## src/rtl/xm23_pkg.sv

```systemverilog
`default_nettype none
// +-----------------------------------------------------------------+
// | xm23_pkg : shared constants and types for the xm23 PIC          |
// | Rev 1.0  : initial release                                      |
// +-----------------------------------------------------------------+
package xm23_pkg;

    localparam int CSR_IE  = 0;
    localparam int CSR_IO  = 1;
    localparam int CSR_DBA = 2;
    localparam int CSR_OF  = 3;

    localparam int PRI_W  = 3;
    localparam int VECT_W = 4;

    localparam int PIC_VALID_BIT = 7;
    localparam int PIC_PRI_LSB   = 4;
    localparam int PIC_VECT_LSB  = 0;

    localparam int DEV_TMR = 0;
    localparam int DEV_KB  = 1;
    localparam int DEV_SCR = 2;
    localparam int DEV_TL  = 3;
    localparam int DEV_PB  = 4;

    typedef enum logic [1:0] {
        ST_IDLE = 2'd0,
        ST_REQ  = 2'd1,
        ST_ACK  = 2'd2
    } pic_state_t;

    function automatic logic [7:0] make_pic_out(input logic [PRI_W-1:0] pri,
                                                input logic [VECT_W-1:0] vect);
        logic [7:0] r;
        r = '0;
        r[PIC_VALID_BIT]              = 1'b1;
        r[PIC_PRI_LSB +: PRI_W]       = pri;
        r[PIC_VECT_LSB +: VECT_W]     = vect;
        return r;
    endfunction

endpackage
`default_nettype wire

```

## src/rtl/xm23_pic_if.sv

```systemverilog
`default_nettype none
// +-----------------------------------------------------------------+
// | xm23_pic_if : device CSR / CPU bus bundle for the xm23 PIC      |
// | Rev 1.0  : initial release                                      |
// +-----------------------------------------------------------------+
interface xm23_pic_if #(
    parameter int NUM_DEV = 5
);
    logic [8*NUM_DEV-1:0] dev_csr;
    logic [3*NUM_DEV-1:0] dev_pri;
    logic [2:0]           cpu_pri;
    logic                 pic_read;
    logic [7:0]           pic_out;
    logic [NUM_DEV-1:0]   dev_ack;
    logic [NUM_DEV-1:0]   pend_o;

    // CPU/device side
    modport master (
        output dev_csr, dev_pri, cpu_pri, pic_read,
        input  pic_out, dev_ack, pend_o
    );

    // Controller side
    modport slave (
        input  dev_csr, dev_pri, cpu_pri, pic_read,
        output pic_out, dev_ack, pend_o
    );
endinterface
`default_nettype wire

```

## src/rtl/pic_arbiter.sv

```systemverilog
`default_nettype none
// +-----------------------------------------------------------------+
// | pic_arbiter : highest-priority pending device, lowest index     |
// | Rev 1.0  : initial release                                      |
// +-----------------------------------------------------------------+
module pic_arbiter
    import xm23_pkg::*;
#(
    parameter int NUM_DEV = 5
) (
    input  logic [NUM_DEV-1:0]       pending,
    input  logic [PRI_W*NUM_DEV-1:0] dev_pri,
    output logic [VECT_W-1:0]        win_idx,
    output logic [PRI_W-1:0]         win_pri,
    output logic                     any
);

    // Strict '>' keeps the earlier (lower) index on equal priority.
    always_comb begin
        win_idx = '0;
        win_pri = '0;
        any     = 1'b0;
        for (int i = 0; i < NUM_DEV; i++) begin
            if (pending[i] && (!any || (dev_pri[PRI_W*i +: PRI_W] > win_pri))) begin
                any     = 1'b1;
                win_pri = dev_pri[PRI_W*i +: PRI_W];
                win_idx = VECT_W'(i);
            end
        end
    end

endmodule
`default_nettype wire

```

## src/rtl/xm23_pic.sv

```systemverilog
`default_nettype none
// +-----------------------------------------------------------------+
// | xm23_pic : priority interrupt controller, CSR DBA edges -> CPU  |
// | Rev 1.0  : initial release                                      |
// +-----------------------------------------------------------------+
module xm23_pic
    import xm23_pkg::*;
#(
    parameter int NUM_DEV = 5
) (
    input  logic        Clock,
    input  logic        Reset_n,
    xm23_pic_if.slave   bus
);

    logic [NUM_DEV-1:0] ie;
    logic [NUM_DEV-1:0] dba;
    logic [NUM_DEV-1:0] dba_prev;
    logic [NUM_DEV-1:0] rise;
    logic [NUM_DEV-1:0] pending;
    logic [NUM_DEV-1:0] clr;
    logic [NUM_DEV-1:0] sel_onehot;
    logic [NUM_DEV-1:0] dev_ack_q;
    logic [NUM_DEV-1:0] dev_ack_d;
    logic [VECT_W-1:0]  sel;
    logic [VECT_W-1:0]  sel_d;
    logic [VECT_W-1:0]  win_idx;
    logic [PRI_W-1:0]   win_pri;
    logic [PRI_W-1:0]   sel_pri;
    logic               win_any;
    logic               eligible;
    logic [7:0]         pic_out_q;
    logic [7:0]         pic_out_d;
    pic_state_t         state;
    pic_state_t         next_state;

    // IO and OF bits are carried on the bus but play no part here.
    logic unused_csr;
    assign unused_csr = ^bus.dev_csr;

    for (genvar i = 0; i < NUM_DEV; i++) begin : g_dev
        assign ie[i]         = bus.dev_csr[8*i + CSR_IE];
        assign dba[i]        = bus.dev_csr[8*i + CSR_DBA];
        assign sel_onehot[i] = (sel == VECT_W'(i));
    end

    assign rise = dba & ~dba_prev & ie;

    pic_arbiter #(
        .NUM_DEV (NUM_DEV)
    ) u_arb (
        .pending (pending),
        .dev_pri (bus.dev_pri),
        .win_idx (win_idx),
        .win_pri (win_pri),
        .any     (win_any)
    );

    assign eligible = win_any && (win_pri > bus.cpu_pri);

    always_comb begin
        sel_pri = '0;
        for (int i = 0; i < NUM_DEV; i++) begin
            if (sel == VECT_W'(i)) begin
                sel_pri = bus.dev_pri[PRI_W*i +: PRI_W];
            end
        end
    end

    always_comb begin
        next_state = state;
        pic_out_d  = pic_out_q;
        dev_ack_d  = '0;
        sel_d      = sel;
        clr        = '0;
        unique case (state)
            ST_IDLE: begin
                if (eligible) begin
                    next_state = ST_REQ;
                    sel_d      = win_idx;
                    pic_out_d  = make_pic_out(win_pri, win_idx);
                end
            end
            ST_REQ: begin
                if (bus.pic_read) begin
                    next_state = ST_ACK;
                    clr        = sel_onehot;
                    dev_ack_d  = sel_onehot;
                    pic_out_d  = '0;
                end else if (sel_pri <= bus.cpu_pri) begin
                    // Withdraw only: the device stays pending for later.
                    next_state = ST_IDLE;
                    pic_out_d  = '0;
                end
            end
            ST_ACK: begin
                if (!bus.pic_read) begin
                    next_state = ST_IDLE;
                end
            end
            default: begin
                next_state = ST_IDLE;
                pic_out_d  = '0;
            end
        endcase
    end

    always_ff @(posedge Clock) begin
        if (!Reset_n) begin
            state     <= ST_IDLE;
            dba_prev  <= '0;
            pending   <= '0;
            pic_out_q <= '0;
            dev_ack_q <= '0;
            sel       <= '0;
        end else begin
            state     <= next_state;
            dba_prev  <= dba;
            // A new rise on the device being accepted wins over its clear.
            pending   <= (pending & ~clr) | rise;
            pic_out_q <= pic_out_d;
            dev_ack_q <= dev_ack_d;
            sel       <= sel_d;
        end
    end

    assign bus.pic_out = pic_out_q;
    assign bus.dev_ack = dev_ack_q;
    assign bus.pend_o  = pending;

endmodule
`default_nettype wire
```

## src/flat_wrapper.sv

```systemverilog
// flat-port wrapper written by rule: the top's interface ports become plain ports
module xm23_pic_flat import xm23_pkg::*;
#(
    parameter int NUM_DEV = 5
)
  (Clock, Reset_n, bus_dev_csr, bus_dev_pri, bus_cpu_pri, bus_pic_read, bus_pic_out, bus_dev_ack, bus_pend_o);
  xm23_pic_if #(.NUM_DEV(NUM_DEV)) bus_i ();
  input  logic Clock;
  input  logic Reset_n;
  input wire logic [$bits(bus_i.dev_csr)-1:0] bus_dev_csr;
  input wire logic [$bits(bus_i.dev_pri)-1:0] bus_dev_pri;
  input wire logic [$bits(bus_i.cpu_pri)-1:0] bus_cpu_pri;
  input wire logic [$bits(bus_i.pic_read)-1:0] bus_pic_read;
  output wire logic [$bits(bus_i.pic_out)-1:0] bus_pic_out;
  output wire logic [$bits(bus_i.dev_ack)-1:0] bus_dev_ack;
  output wire logic [$bits(bus_i.pend_o)-1:0] bus_pend_o;
  assign bus_i.dev_csr = bus_dev_csr;
  assign bus_i.dev_pri = bus_dev_pri;
  assign bus_i.cpu_pri = bus_cpu_pri;
  assign bus_i.pic_read = bus_pic_read;
  assign bus_pic_out = bus_i.pic_out;
  assign bus_dev_ack = bus_i.dev_ack;
  assign bus_pend_o = bus_i.pend_o;
  xm23_pic #(.NUM_DEV(NUM_DEV)) u_core (.Clock(Clock), .Reset_n(Reset_n), .bus(bus_i));
endmodule
```

## config.mk

```make
export PLATFORM = sky130hd
export DESIGN_NAME = xm23_pic_flat
export DESIGN_NICKNAME = d
export VERILOG_FILES = /design/src/rtl/xm23_pkg.sv /design/src/rtl/xm23_pic_if.sv /design/src/rtl/pic_arbiter.sv /design/src/rtl/xm23_pic.sv /design/src/flat_wrapper.sv
export SDC_FILE = /design/constraint.sdc
export NUM_CORES = 1
export LEC_CHECK = 0
export ABC_AREA = 1
export CORE_MARGIN = 3
export CORE_UTILIZATION = 42
export DETAILED_ROUTE_END_ITERATION = 8
export PLACE_DENSITY = 0.82
export SKIP_LAST_GASP = 1
export SYNTH_ARGS = -nofsm -noshare
export SYNTH_HDL_FRONTEND = slang
export SYNTH_SLANG_ARGS = --single-unit
```

## constraint.sdc

```tcl
create_clock -name Clock -period 6.8 [get_ports Clock]
set_input_delay 1.02 -clock Clock [delete_from_list [all_inputs] [get_ports Clock]]
set_output_delay 1.02 -clock Clock [all_outputs]
set_load 0.05 [all_outputs]
```

---- Yosys cells after proc, flatten, opt, wreduce, memory -nomap -nowiden ----
Index checks and enable logic that the tools add are counted.
operators by class
  $lt $le $gt $ge ......................... 6
  equality and inequality tests ........... 9
  multiplexer cells ....................... 30
  bitwise gates (word level) .............. 7
  reduce and logical (&&, ||, !) cells .... 18
operators by type and width
  cell                count
  $mux 3              10
  $mux 8              3
  $pmux 8 s3          1
  $and 5x5->5         3
  $gt 3x3->1          5
  $mux 4              3
  $mux 5              2
  $not 5->5           2
  $eq 4x2->1 const B  2
  $mux 2              4
  $mux 1              6
  $pmux 2 s3          1
  $reduce_and 3->1    2
  $logic_and 1x1->1   5
  $or 5x5->5          1
  $eq 4x1->1 const B  1
  $eq 4x3->1 const B  1
  $logic_not 1->1     4
  $logic_not 4->1     1
  $logic_or 1x1->1    4
  $le 3x3->1          1
  $ne 3x2->1 const B  1
  $eq 2x1->1 const B  1
  $eq 2x2->1 const B  1
  5 further kinds     5
storage, ports and cells
  flip-flop bits (word level) ............. 29
  input bits .............................. 61
  output and inout bits ................... 18
  word-level logic and storage cells ...... 76

---- Depth between registers and ports, before layout ----
Gate-level depths: netlist of the first run.
  word-level depth ........................ 21
  mapped depth ............................ 46
  mapped depth without buffers ............ 46

---- Modules after synthesis ----
A second synthesis of the first run with hierarchy kept.
unflattened totals
  cells, all modules ...................... 268
  area, all modules ....................... 1,846.8 um^2
by module, submodules not included
  module       instances  cells an instance  area an instance (um^2)  sequential area each (um^2)
  xm23_pic     1          171                1,300.0                  580.6
  pic_arbiter  1          97                 546.8                    0.0

---- Worst setup path before layout of the first run ----
No wires, ideal clock.
  kind .................................... input port to flip-flop
  from .................................... input bus_dev_pri[2]
  to ...................................... register u_core.sel[1]
  setup time .............................. 0.122 ns
  data arrival time ....................... 6.146 ns
  required time ........................... 6.678 ns
  setup slack ............................. 0.532 ns
  stages .................................. 43
  buffers on the path ..................... 0
  cell sequence ........................... nand2_1 -> ha_1 -> a21oi_2 -> nand2_1 -> nand2_1 -> nand2_2 -> nand2_1 -> nand2_1 -> and2_1 -> ha_1 -> a21oi_1 -> o21ai_1 -> nand2_1 -> nand2_1 -> nand2_2 -> inv_1 -> nand2_1 -> nand2_1 -> [... 7 more ...] -> nand2_1 -> and2_1 -> ha_1 -> nand2_1 -> o21ai_0 -> nand2_1 -> o21ai_1 -> nand2_2 -> or2_1 -> and2_1 -> ha_1 -> nand2_1 -> o21ai_2 -> o311ai_4 -> nor3_4 -> inv_2 -> nand2_1 -> a21oi_1
between the ends
  cells in the longest elaborated chain, start to end .. 20
  elaborated cells on any way between the ends .. 30
  those cells by class .................... order compare (5); mux (12); reduce/logical (13)
ends and longest elaborated chain
  what                                           RTL line            text
  start: declaration                             flat_wrapper.sv:11  input wire logic [$bits(bus_i.dev_pri)-1:0] bus_dev_pri;
  $mux 3 (*)                                     pic_arbiter.sv:24   if (pending[i] && (!any || (dev_pri[PRI_W*i +: PRI_W] > win_pri))) begin
  $gt 3x3->1                                     pic_arbiter.sv:24
  $logic_or 1x1->1                               pic_arbiter.sv:24
  $logic_and 1x1->1                              pic_arbiter.sv:24
  $mux 3 or $mux 1 (tied branches)               pic_arbiter.sv:24
  $gt 3x3->1 or $logic_not 1->1 (tied branches)  pic_arbiter.sv:24
  $logic_or 1x1->1                               pic_arbiter.sv:24
  $logic_and 1x1->1                              pic_arbiter.sv:24
  [... 4 more ...]                               --
  $mux 3 or $mux 1 (tied branches)               pic_arbiter.sv:24
  $gt 3x3->1 or $logic_not 1->1 (tied branches)  pic_arbiter.sv:24
  $logic_or 1x1->1                               pic_arbiter.sv:24
  $logic_and 1x1->1                              pic_arbiter.sv:24
  $mux 3                                         pic_arbiter.sv:24
  $gt 3x3->1                                     xm23_pic.sv:59      assign eligible = win_any && (win_pri > bus.cpu_pri);
  $logic_and 1x1->1                              xm23_pic.sv:59
  $reduce_and 2->1 (no line)                     --
  end signal: assignment                         xm23_pic.sv:123     sel <= sel_d;
  end: declaration                               xm23_pic.sv:25      logic [VECT_W-1:0] sel;
Mark *: on every way between the ends. The rest lies on a longest branch, timed or not.
A chain may end at the register's enable or synchronous reset.

---- Final worst setup path of the first run ----
Same ends and word-level chain as after synthesis.

==> impl_metrics.toml, run 1 <==
[route]
drt_pre_antenna_iters = 5
post_drt_via_cell_ratio = 5.18
routedWlPerCell_um = 13.6
drt_iter0_drc = 92
via_count = 1990
finalWirelength_um = 5220
drc = 0
antenna_violating_nets_post_route = 0

[timing]
setup_violations = 0
whs_ns = 0.473
worst_slew_margin_rel = 0.604
final-max-slew-violation-count = 0
fmax_mhz = 157
clock_skew_ns = 0.00576
final.setup.tns_ns = 0
worstMarginPinSlew_ns = 0.590
fin_crit_sh = 0.938
final_period_minus_worst_setup_slack_ns = 6.38
timing_hold_violations_final = 0

[worst_setup_path]
critPathMostFrequentCell = "nand2_1"
worst-endpoint-arrival_ns = 6.58
startpoint_type = "primary input"
path_class = "primary input to register"
crit_path_end_kind = "register"
critPathMaxFanout = 5
slowest_stage = "ha_4"
cp_slowest_stage_delay_ns = 0.28
worst_ep_required_time_ns = 7.00
worst_path_dominant_cell_family = "simple AND/OR/NAND/NOR gates"
critical_path_buf_inv_count = 4

[finish]
finalNetCount = 416
post-route-util = 0.743
finish.instance_area_um2 = 2840
antenna-diode-count = 0
drive_gt1_frac = 0.283
area_growth_pct = 62.2

[synth]
yosys.cell_types.count = 29
yosys.area.top_type = "dfxtp_1"
synth-warning-count = 0
mapped_cells = 249
post-synth-top-area-fraction = 0.308
synth_seq_area_share = 0.308
netlist_top_cells_area = "dfxtp_1 (31%), nand2_1 (14%), ha_1 (13%)"
syn-cell-area_um2 = 1750
mean_cell_area_of_the_mapped_netlist_um2 = 7.04
postSynthRegisterBits = 27
synth.net_count = 328

[global_routing]
grt_overflow_total = 0
grt_first_pass_wirelength_um = 8110
antenna_violations_before_repair = 0
grt_start_max_net_pins = 18
track_usage = 0.198
first_global_vias = 1918

[power]
power.density_cell_area_nw_per_um2 = 191
power.ir.vdd_worst_mv = 0.196
pleak_nw = 1.34
p_total_w = 0.000542

[run_status]
outcome = "complete, no violations"

[min_path]
hold_path_class = "register to register"

[placed_design]
detailed_placement_hpwl_um = 3710
number_of_port_buffers = 47
replace_congestion = 0.840
placed_cell_area_um2 = 2490

[floorplanning]
floorplan.die.height_um = 70.6
core_area_um2 = 3830
die_width_um = 70.6
die_area_um2 = 4990
row_count = 22
floorplan.initialDensity = 0.458
num_io_pins = 79

[clocking]
cts.htree.levels = 1
tritoncts_clock_tree = "done"
numCtsBuffers = 3
clock_tree.buffer_depth = 2
numClockSinks = 27
clk_latency_ns = 0.27
root_buffer = "clkbuf_8"
postCtsHoldBufs = 0
cts.clk_slew.worst_paths_ns = 0.09

[job]
max_cap_violations = 0
==> power breakdown <==
part           internal [W]  switching [W]
logic              0.000123       0.000147
registers          0.000171      0.0000123
clock network     0.0000411      0.0000484
total              0.000334       0.000208
==> through the flow <==
| stage | setup slack [ns] | cells |
|---|---|---|
| 2_1_floorplan | 0.532 | 249 |
| 3_3_place_gp | -0.323 | 371 |
| 3_5_place_dp | -0.524 | 371 |
| 4_1_cts | 0.00836 | 379 |
| 5_1_grt | -0.0178 | 384 |
| 6_report | 0.420 | 384 |
==> cell usage after synthesis (all sizes together) <==
master / instances
dfxtp: 27
a22oi: 2
o211ai: 1
a211oi: 1
nand3b: 5
and2: 7
inv: 32
conb: 1
nor3: 3
buf: 2
clkinv: 1
nand3: 32
nor2: 12
a21oi: 21
clkbuf: 1
o311ai: 1
or2: 1
a221oi: 1
o21ai: 10
nand2: 70
ha: 18
==> repair_timing <==
item                       in CTS  in global routing
setup buffers                   4                  5
setup endpoints to repair      11                 11
pin swaps                       3                 14
resized for setup              10                 40
==> cell type report <==
| type | count | area (um^2) |
|---|---|---|
| clock inverter | 1 | 5.00 |
| multi-input combinational | 186 | 1280 |
| inverter | 33 | 126 |
| timing repair buffer | 86 | 786 |
| tap | 48 | 60.1 |
| fill | 276 | 982 |
| clock buffer | 3 | 41.3 |
| sequential | 27 | 541 |
==> state kept, by name (all words and copies together) (netlist names) <==
signal	flops
u_core.state	2
u_core.sel	3
u_core.bus.dev_ack	5
u_core.bus.pic_out	7
u_core.dba_prev	5
u_core.bus.pend_o	5
==> cells in the final DEF, fill, tap and decap left out, types with 11 or more instances in the layout <==
| master | instances |
|---|---|
| nand3_1 | 25 |
| buf_4 | 37 |
| nor2_1 | 12 |
| dfxtp_1 | 27 |
| inv_1 | 25 |
| a21oi_1 | 17 |
| nand2_1 | 55 |
| clkdlybuf4s50_1 | 41 |
| nand2_2 | 11 |
==> worst reg2reg max path, delay by kind of cell, from the launching register on <==
kind            cells  cell delay [ns]
compound gates     10             1.19
fa+ha+maj           5             1.30
buf+inv             3             0.31
flops               1             0.54
simple gates       25             2.64
==> layer usage <==
metal / vias up / global-route usage / share of wire
li1: 999 / - / -
met1: 894 / 0.249 / 0.44
met2: 83 / 0.337 / 0.48
met3: 14 / 0.0241 / 0.057
met4: 0 / 0.0919 / 0.023
met5: - / 0 / 0
==> worst paths after layout <==
kind                                        endpoint  depth (start not counted)                                from  slack, ns
setup / recovery          u_core.sel[1]$_SDFFE_PN0P_                         44                      bus_dev_pri[2]       0.42
hold / removal    u_core.bus.pic_out[7]$_SDFFE_PN0P_                          2  u_core.bus.pic_out[7]$_SDFFE_PN0P_       0.47
setup reg to reg          u_core.sel[1]$_SDFFE_PN0P_                         43     u_core.bus.pend_o[0]$_SDFF_PN0_       0.72
hold reg to reg   u_core.bus.pic_out[7]$_SDFFE_PN0P_                          2  u_core.bus.pic_out[7]$_SDFFE_PN0P_       0.47
==> logic make-up (layout without fill, tap and decap cells) <==
logic type	count (synthesis)	count (layout)	share of synthesized area
flops	27	27	0.308
buf+inv	36	123	0.0792
compound gates	37	37	0.137
simple gates	130	130	0.345
fa+ha+maj	18	18	0.128
other cells	1	1	0.00214
Power figures use the tool's default switching activity.
==> run 2, diff against run 1 <==
--- a/config.mk
+++ b/config.mk
@@ -6,7 +6,6 @@
 export NUM_CORES = 1
 export LEC_CHECK = 0
 export ABC_AREA = 1
-export CORE_MARGIN = 3
 export CORE_UTILIZATION = 42
 export DETAILED_ROUTE_END_ITERATION = 8
 export PLACE_DENSITY = 0.82
@@ -14,3 +13,4 @@
 export SYNTH_ARGS = -nofsm -noshare
 export SYNTH_HDL_FRONTEND = slang
 export SYNTH_SLANG_ARGS = --single-unit
+export TNS_END_PERCENT = 30
==> run 2 against run 1 <==
Compared with the run above:
- clock-buffer cell count did not move
- die area down 11%
- power down 2.4%
- clock skew fell by 0.0022 ns
- cell count rose by 1.3%
- combinational power is 4% lower
- largest cell class unchanged
==> impl_metrics.toml, run 2 (synthesis gave the netlist of run 1 again) <==
[run_status]
outcome = "complete, no violations"

[power]
p_total_w = 0.000529
power.density_cell_area_nw_per_um2 = 190
power.ir.vdd_worst_mv = 0.167
pleak_nw = 1.33

[worst_setup_path]
worst_path_dominant_cell_family = "simple AND/OR/NAND/NOR gates"
cp_slowest_stage_delay_ns = 0.30
critPathMostFrequentCell = "nand2_1"
path_class = "primary input to register"
worst-endpoint-arrival_ns = 6.48
slowest_stage = "ha_4"
crit_path_end_kind = "register"
critPathMaxFanout = 7
worst_ep_required_time_ns = 6.95
critical_path_buf_inv_count = 6
startpoint_type = "primary input"

[timing]
worstMarginPinSlew_ns = 0.618
final-max-slew-violation-count = 0
grt_setup_unrepaired = "no"
worst_slew_margin_rel = 0.585
setup_violations = 0
final_period_minus_worst_setup_slack_ns = 6.33
timing_hold_violations_final = 0
clock_skew_ns = 0.00354
fin_crit_sh = 0.930
fmax_mhz = 158

[global_routing]
grt_start_max_net_pins = 18
most_congested_layer_reported_by_global_routing = "met2"
grt_first_pass_wirelength_um = 7570
met3_global_route_usage = 0.0171
first_global_vias = 1765
track_usage = 0.221
antenna_violations_before_repair = 0
grt_overflow_total = 0
grt_use_met2 = 0.403
use_met1 = 0.276

[clocking]
cts.htree.levels = 1
tritoncts_clock_tree = "done"
numClockSinks = 27
clock_tree.buffer_depth = 2
numCtsBuffers = 3
clk_latency_ns = 0.27
root_buffer = "clkbuf_8"
cts.clk_slew.worst_paths_ns = 0.09
postCtsHoldBufs = 0

[min_path]
hold_path_class = "register to register"

[floorplanning]
die_width_um = 66.6
die_area_um2 = 4440
num_io_pins = 79
floorplan.die.height_um = 66.6
core_area_um2 = 4000
row_count = 23
floorplan.initialDensity = 0.438

[route]
antenna_violating_nets_post_route = 0
post_drt_via_cell_ratio = 4.98
drt_pre_antenna_iters = 4
drt_iter0_drc = 68
drc = 0
via_count = 1936
finalWirelength_um = 4670
routedWlPerCell_um = 12.0

[placed_design]
replace_congestion = 0.845
total_instance_count_after_detailed_placement = 378
detailed_placement_hpwl_um = 3440
number_of_port_buffers = 47

[finish]
ff_latch_area_um2 = 541
area_growth_pct = 58.9
final.fill_count = 323
multiInputGateArea_um2 = 1210
stdcell_count = 389
mostFrequentLayoutCells = "nand2_1 (59), buf_4 (42), clkdlybuf4s50_1 (41)"
finalNetCount = 419
antenna-diode-count = 0
largest_register_ff_count = 7
layout.cells.most_common = "nand2_1"
drive_gt1_frac = 0.263

[job]
max_cap_violations = 0
[run 2: cell types whose count changed in the layout (fill, tap and decap cells not counted), moves of 2 or more]
cell,before,now
ha_4,9,7
buf_6,2,0
nand2_1,55,59
buf_4,37,42
ha_1,9,11
nand2_4,4,0
[run 2: path summary, 6_finish.rpt]
kind,from,to,slack [ns],cells past startpoint
setup / recovery,bus_dev_pri[2],u_core.bus.pic_out[4]$_SDFFE_PN0P_,0.47,45
hold / removal,u_core.bus.pic_out[6]$_SDFFE_PN0P_,u_core.bus.pic_out[6]$_SDFFE_PN0P_,0.47,2
hold reg to reg,u_core.bus.pic_out[6]$_SDFFE_PN0P_,u_core.bus.pic_out[6]$_SDFFE_PN0P_,0.47,2
setup reg to reg,u_core.bus.pend_o[0]$_SDFF_PN0_,u_core.bus.pic_out[4]$_SDFFE_PN0P_,0.80,44
[run 2: metal layers]
layer | vias up | wire length, um
met1 | 890 | 2120
li1 | 1001 | -
met3 | 4 | 166
met2 | 41 | 2340
met5 | - | 0
met4 | 0 | 39
[run 2: final cells by class]
| cell class | instances | share of cell area |
|---|---|---|
| Multi-Input combinational cell | 186 | 0.435 |
| Tap cell | 50 | 0.0225 |
| Clock buffer | 3 | 0.0148 |
| Clock inverter | 1 | 0.00180 |
| Sequential cell | 27 | 0.194 |
| Inverter | 33 | 0.0445 |
| Timing Repair Buffer | 89 | 0.288 |
[run 2: worst reg2reg max path, delay by kind of cell, from the launching register on]
kind,cells,cell delay (ns)
AO/OA/AOI/OAI,7,0.73
adder cells (fa/ha/maj),5,1.32
buffers and inverters,5,0.61
flip-flops,1,0.53
AND/OR/NAND/NOR,27,2.70
[run 2: timing repair]
| item | in CTS | in global routing |
|---|---|---|
| pin swaps | 3 | 9 |
| buffers inserted | 2 | 5 |
| setup endpoints to repair | 11 | 11 |
| gates resized for setup | 6 | 26 |
[run 2: power breakdown]
part / internal [W] / total (W) / switching (W)
clock: 0.0000410 / 0.0000876 / 0.0000467
combinational: 0.000120 / 0.000259 / 0.000139
sequential: 0.000171 / 0.000182 / 0.0000115
[run 2: metrics by stage]
stage                     cell area [um^2]   util  hold WS, ns  setup slack (ns)  setup TNS (ns)
final                                 2790  0.696        0.468             0.474               0
after global placement                2530  0.633        0.453            -0.291           -2.90
after CTS                             2630  0.656        0.473           0.00339               0
after floorplan                       1750      -        0.454             0.532               0
after global routing                  2790  0.696        0.485            0.0670               0
after detailed placement              2530  0.633        0.455            -0.449           -4.55
==> run 3, diff against run 2 <==
--- a/config.mk
+++ b/config.mk
@@ -5,10 +5,10 @@
 export SDC_FILE = /design/constraint.sdc
 export NUM_CORES = 1
 export LEC_CHECK = 0
-export ABC_AREA = 1
-export CORE_UTILIZATION = 42
+export CORE_UTILIZATION = 43
+export CTS_CLUSTER_SIZE = 20
 export DETAILED_ROUTE_END_ITERATION = 8
-export PLACE_DENSITY = 0.82
+export PLACE_DENSITY = 0.81
 export SKIP_LAST_GASP = 1
 export SYNTH_ARGS = -nofsm -noshare
 export SYNTH_HDL_FRONTEND = slang
==> run 3 against run 2 <==
Compared with the run above:
- combinational power up 16%
- cell count down 14%
- die area up 6.9%
- non-clock buffer count down 11
- flip-flop and latch count unchanged
- hold slack better by 0.012 ns
- highest routed layer unchanged
==> impl_metrics.toml, run 3 <==
[finish]
multiInputGateArea_um2 = 1490
final.fill_count = 310
area_growth_pct = 50.0
largest_register_ff_count = 7
post-route-util = 0.696
layout.cells.most_common = "clkdlybuf4s50_1"
finalNetCount = 364
mostFrequentLayoutCells = "clkdlybuf4s50_1 (41), buf_4 (31), dfxtp_1 (27)"
ff_latch_area_um2 = 541
antenna-diode-count = 0
drive_gt1_frac = 0.345

[clocking]
postCtsHoldBufs = 0
cts.htree.levels = 1
root_buffer = "clkbuf_8"
tritoncts_clock_tree = "done"
clk_latency_ns = 0.27
clock_tree.buffer_depth = 2
numCtsBuffers = 3
numClockSinks = 27
cts.clk_slew.worst_paths_ns = 0.09

[min_path]
hold_path_class = "register to register"
min_delay_worst_endpoint = "u_core.bus.pic_out[1]$_SDFFE_PN0P_"
min_from = "u_core.bus.pic_out[1]$_SDFFE_PN0P_"
whs_path_depth = 2

[timing]
setup_violations = 0
clock_skew_ns = 0.00536
final-max-slew-violation-count = 0
worstMarginPinSlew_ns = 0.930
fmax_mhz = 149
final.setup.tns_ns = 0
worst_slew_margin_rel = 0.378
timing_hold_violations_final = 0
grt_setup_unrepaired = "yes"
fin_crit_sh = 0.984
whs_ns = 0.480
final_period_minus_worst_setup_slack_ns = 6.69

[worst_setup_path]
critPathMostFrequentCell = "nor2b_4"
startpoint_type = "primary input"
cp_slowest_stage_delay_ns = 0.34
reg2reg_depth = 30
reg2reg_from = "u_core.bus.pend_o[0]$_SDFF_PN0_"
timing.reg2reg.setup_slack_ns = 0.33
worst-endpoint-arrival_ns = 6.90
worst_ep_required_time_ns = 7.00
critPathMaxFanout = 7
slowest_stage = "o311a_4"
path_class = "primary input to register"
crit_path_end_kind = "register"
timing.rr.end = "u_core.bus.pic_out[4]$_SDFFE_PN0P_"

[synth]
postSynthRegisterBits = 27
synth_seq_area_share = 0.281
post-synth-top-area-fraction = 0.281
netlist_top_cells_area = "dfxtp_1 (28%), ha_1 (12%), nand3b_1 (4.7%)"
synth-warning-count = 0
ranking_of_synthesized_cells_by_instance_count = "dfxtp_1 (27), ha_1 (18), inv_1 (15), nand2_1 (15)"
yosys.area.top_type = "dfxtp_1"
synth_async_sr_flop_share = 0
yosys.cell_types.count = 53
synth_enable_flop_cells = 0
mapped_cells = 209
ys.flop_type = "dfxtp_1"
post-synth-top-count-cell = "dfxtp_1"
synth.net_count = 288
mean_cell_area_of_the_mapped_netlist_um2 = 9.20
syn-cell-area_um2 = 1920

[route]
maxUsedRoutingLayer = "met4"
routedWlPerCell_um = 15.3
via_count = 1826
dr_wl_met3_um = 154
finalWirelength_um = 5100
drt_iter0_drc = 79
drt_pre_antenna_iters = 4
drc = 0
route.layer.met1.wl_um = 2300
met2_length_um = 2590
antenna_violating_nets_post_route = 0
post_drt_via_cell_ratio = 5.47

[global_routing]
grt_overflow_total = 0
grt_start_max_net_pins = 27
track_usage = 0.233
first_global_vias = 1782
antenna_violations_before_repair = 0
grt_first_pass_wirelength_um = 8160

[placed_design]
detailed_placement_hpwl_um = 3780
replace_congestion = 0.855
number_of_port_buffers = 47

[floorplanning]
die_area_um2 = 4740
core_area_um2 = 4140
num_io_pins = 79
floorplan.die.height_um = 68.9
row_count = 23
floorplan.initialDensity = 0.464
die_width_um = 68.9

[power]
power.net_switching_w = 0.000217
power.ir.vdd_worst_mv = 0.137
clockPowerShare = 0.154
power_frac_comb = 0.520
pwr-share-seq = 0.326
power_report.internal_total_w = 0.000362
sw_frac_of_total = 0.375
pleak_nw = 1.17
power.density_cell_area_nw_per_um2 = 201

[job]
max_cap_violations = 0

[run_status]
outcome = "complete, no violations"
## run 3: worst max-delay path by stage
stage,depth (start not counted),slack [ns],endpoint,from
after floorplan,31,0.001,u_core.bus.pic_out[5]$_SDFFE_PN0P_,bus_dev_pri[0]
after global placement,31,-0.46,u_core.bus.pic_out[5]$_SDFFE_PN0P_,bus_dev_pri[2]
after detailed placement,31,-0.54,u_core.bus.pic_out[6]$_SDFFE_PN0P_,bus_dev_pri[2]
after CTS,31,0.006,u_core.bus.pic_out[6]$_SDFFE_PN0P_,bus_dev_pri[2]
after global routing,31,-0.22,u_core.bus.pic_out[4]$_SDFFE_PN0P_,bus_dev_pri[0]
final,31,0.11,u_core.bus.pic_out[4]$_SDFFE_PN0P_,bus_dev_pri[0]
## run 3: worst max-delay path, delay by kind of cell
family	cells	cell delay [ns]
mux	1	0.16
compound gates	15	2.94
fa+ha+maj	5	1.35
buf+inv	1	0.09
simple gates	9	1.32
## run 3: power groups by stage
| stage | Sequential (W) | Combinational [W] | Clock [W] |
|---|---|---|---|
| 2_1_floorplan | 0.000213 | 0.000148 | 0 |
| 3_3_place_gp | 0.000191 | 0.000256 | 0 |
| 3_5_place_dp | 0.000192 | 0.000263 | 0 |
| 4_1_cts | 0.000188 | 0.000283 | 0.0000924 |
| 5_1_grt | 0.000191 | 0.000326 | 0.0000988 |
| 6_report | 0.000189 | 0.000301 | 0.0000895 |
## run 3: logic make-up after synthesis
family / after synthesis / synth area share
other: 1 / 0.00195
AOI/OAI and AO/OA: 52 / 0.246
adders and majority gates: 18 / 0.117
and+or+nand+nor: 82 / 0.249
muxes: 6 / 0.0442
buffers and inverters: 22 / 0.0559
DFF: 27 / 0.281
xor gates and xnor gates: 1 / 0.00456
## run 3: per-layer routing
metal,up-vias,global-route usage
met5,-,0
met4,0,0.0612
met3,7,0.00987
met2,39,0.414
met1,873,0.305
li1,907,-
## run 3: layout make-up
type | instances | area share
Multi-Input combinational cell | 160 | 0.518
Timing Repair Buffer | 78 | 0.238
Sequential cell | 27 | 0.187
Tap cell | 50 | 0.0217
Inverter | 15 | 0.0195
Clock buffer | 3 | 0.0143
Clock inverter | 1 | 0.00173
## run 3: timing repair
action / 4_1_cts / 5_1_grt
resized for setup: 35 / 18
setup buffers: 6 / 2
pin swaps: 28 / 27
endpoints found under the setup margin: 11 / 11
hold endpoints to repair: 0 / 0
## run 3: stage by stage
step	setup slack [ns]	total power, W	instance area (um^2)	instances
finish	0.105	0.000579	2890	334
global route	-0.222	0.000616	2890	334
CTS	0.00638	0.000564	2800	332
detailed placement	-0.542	0.000455	2670	322
global placement	-0.459	0.000447	2670	322
floorplan	0.00110	0.000360	2020	209
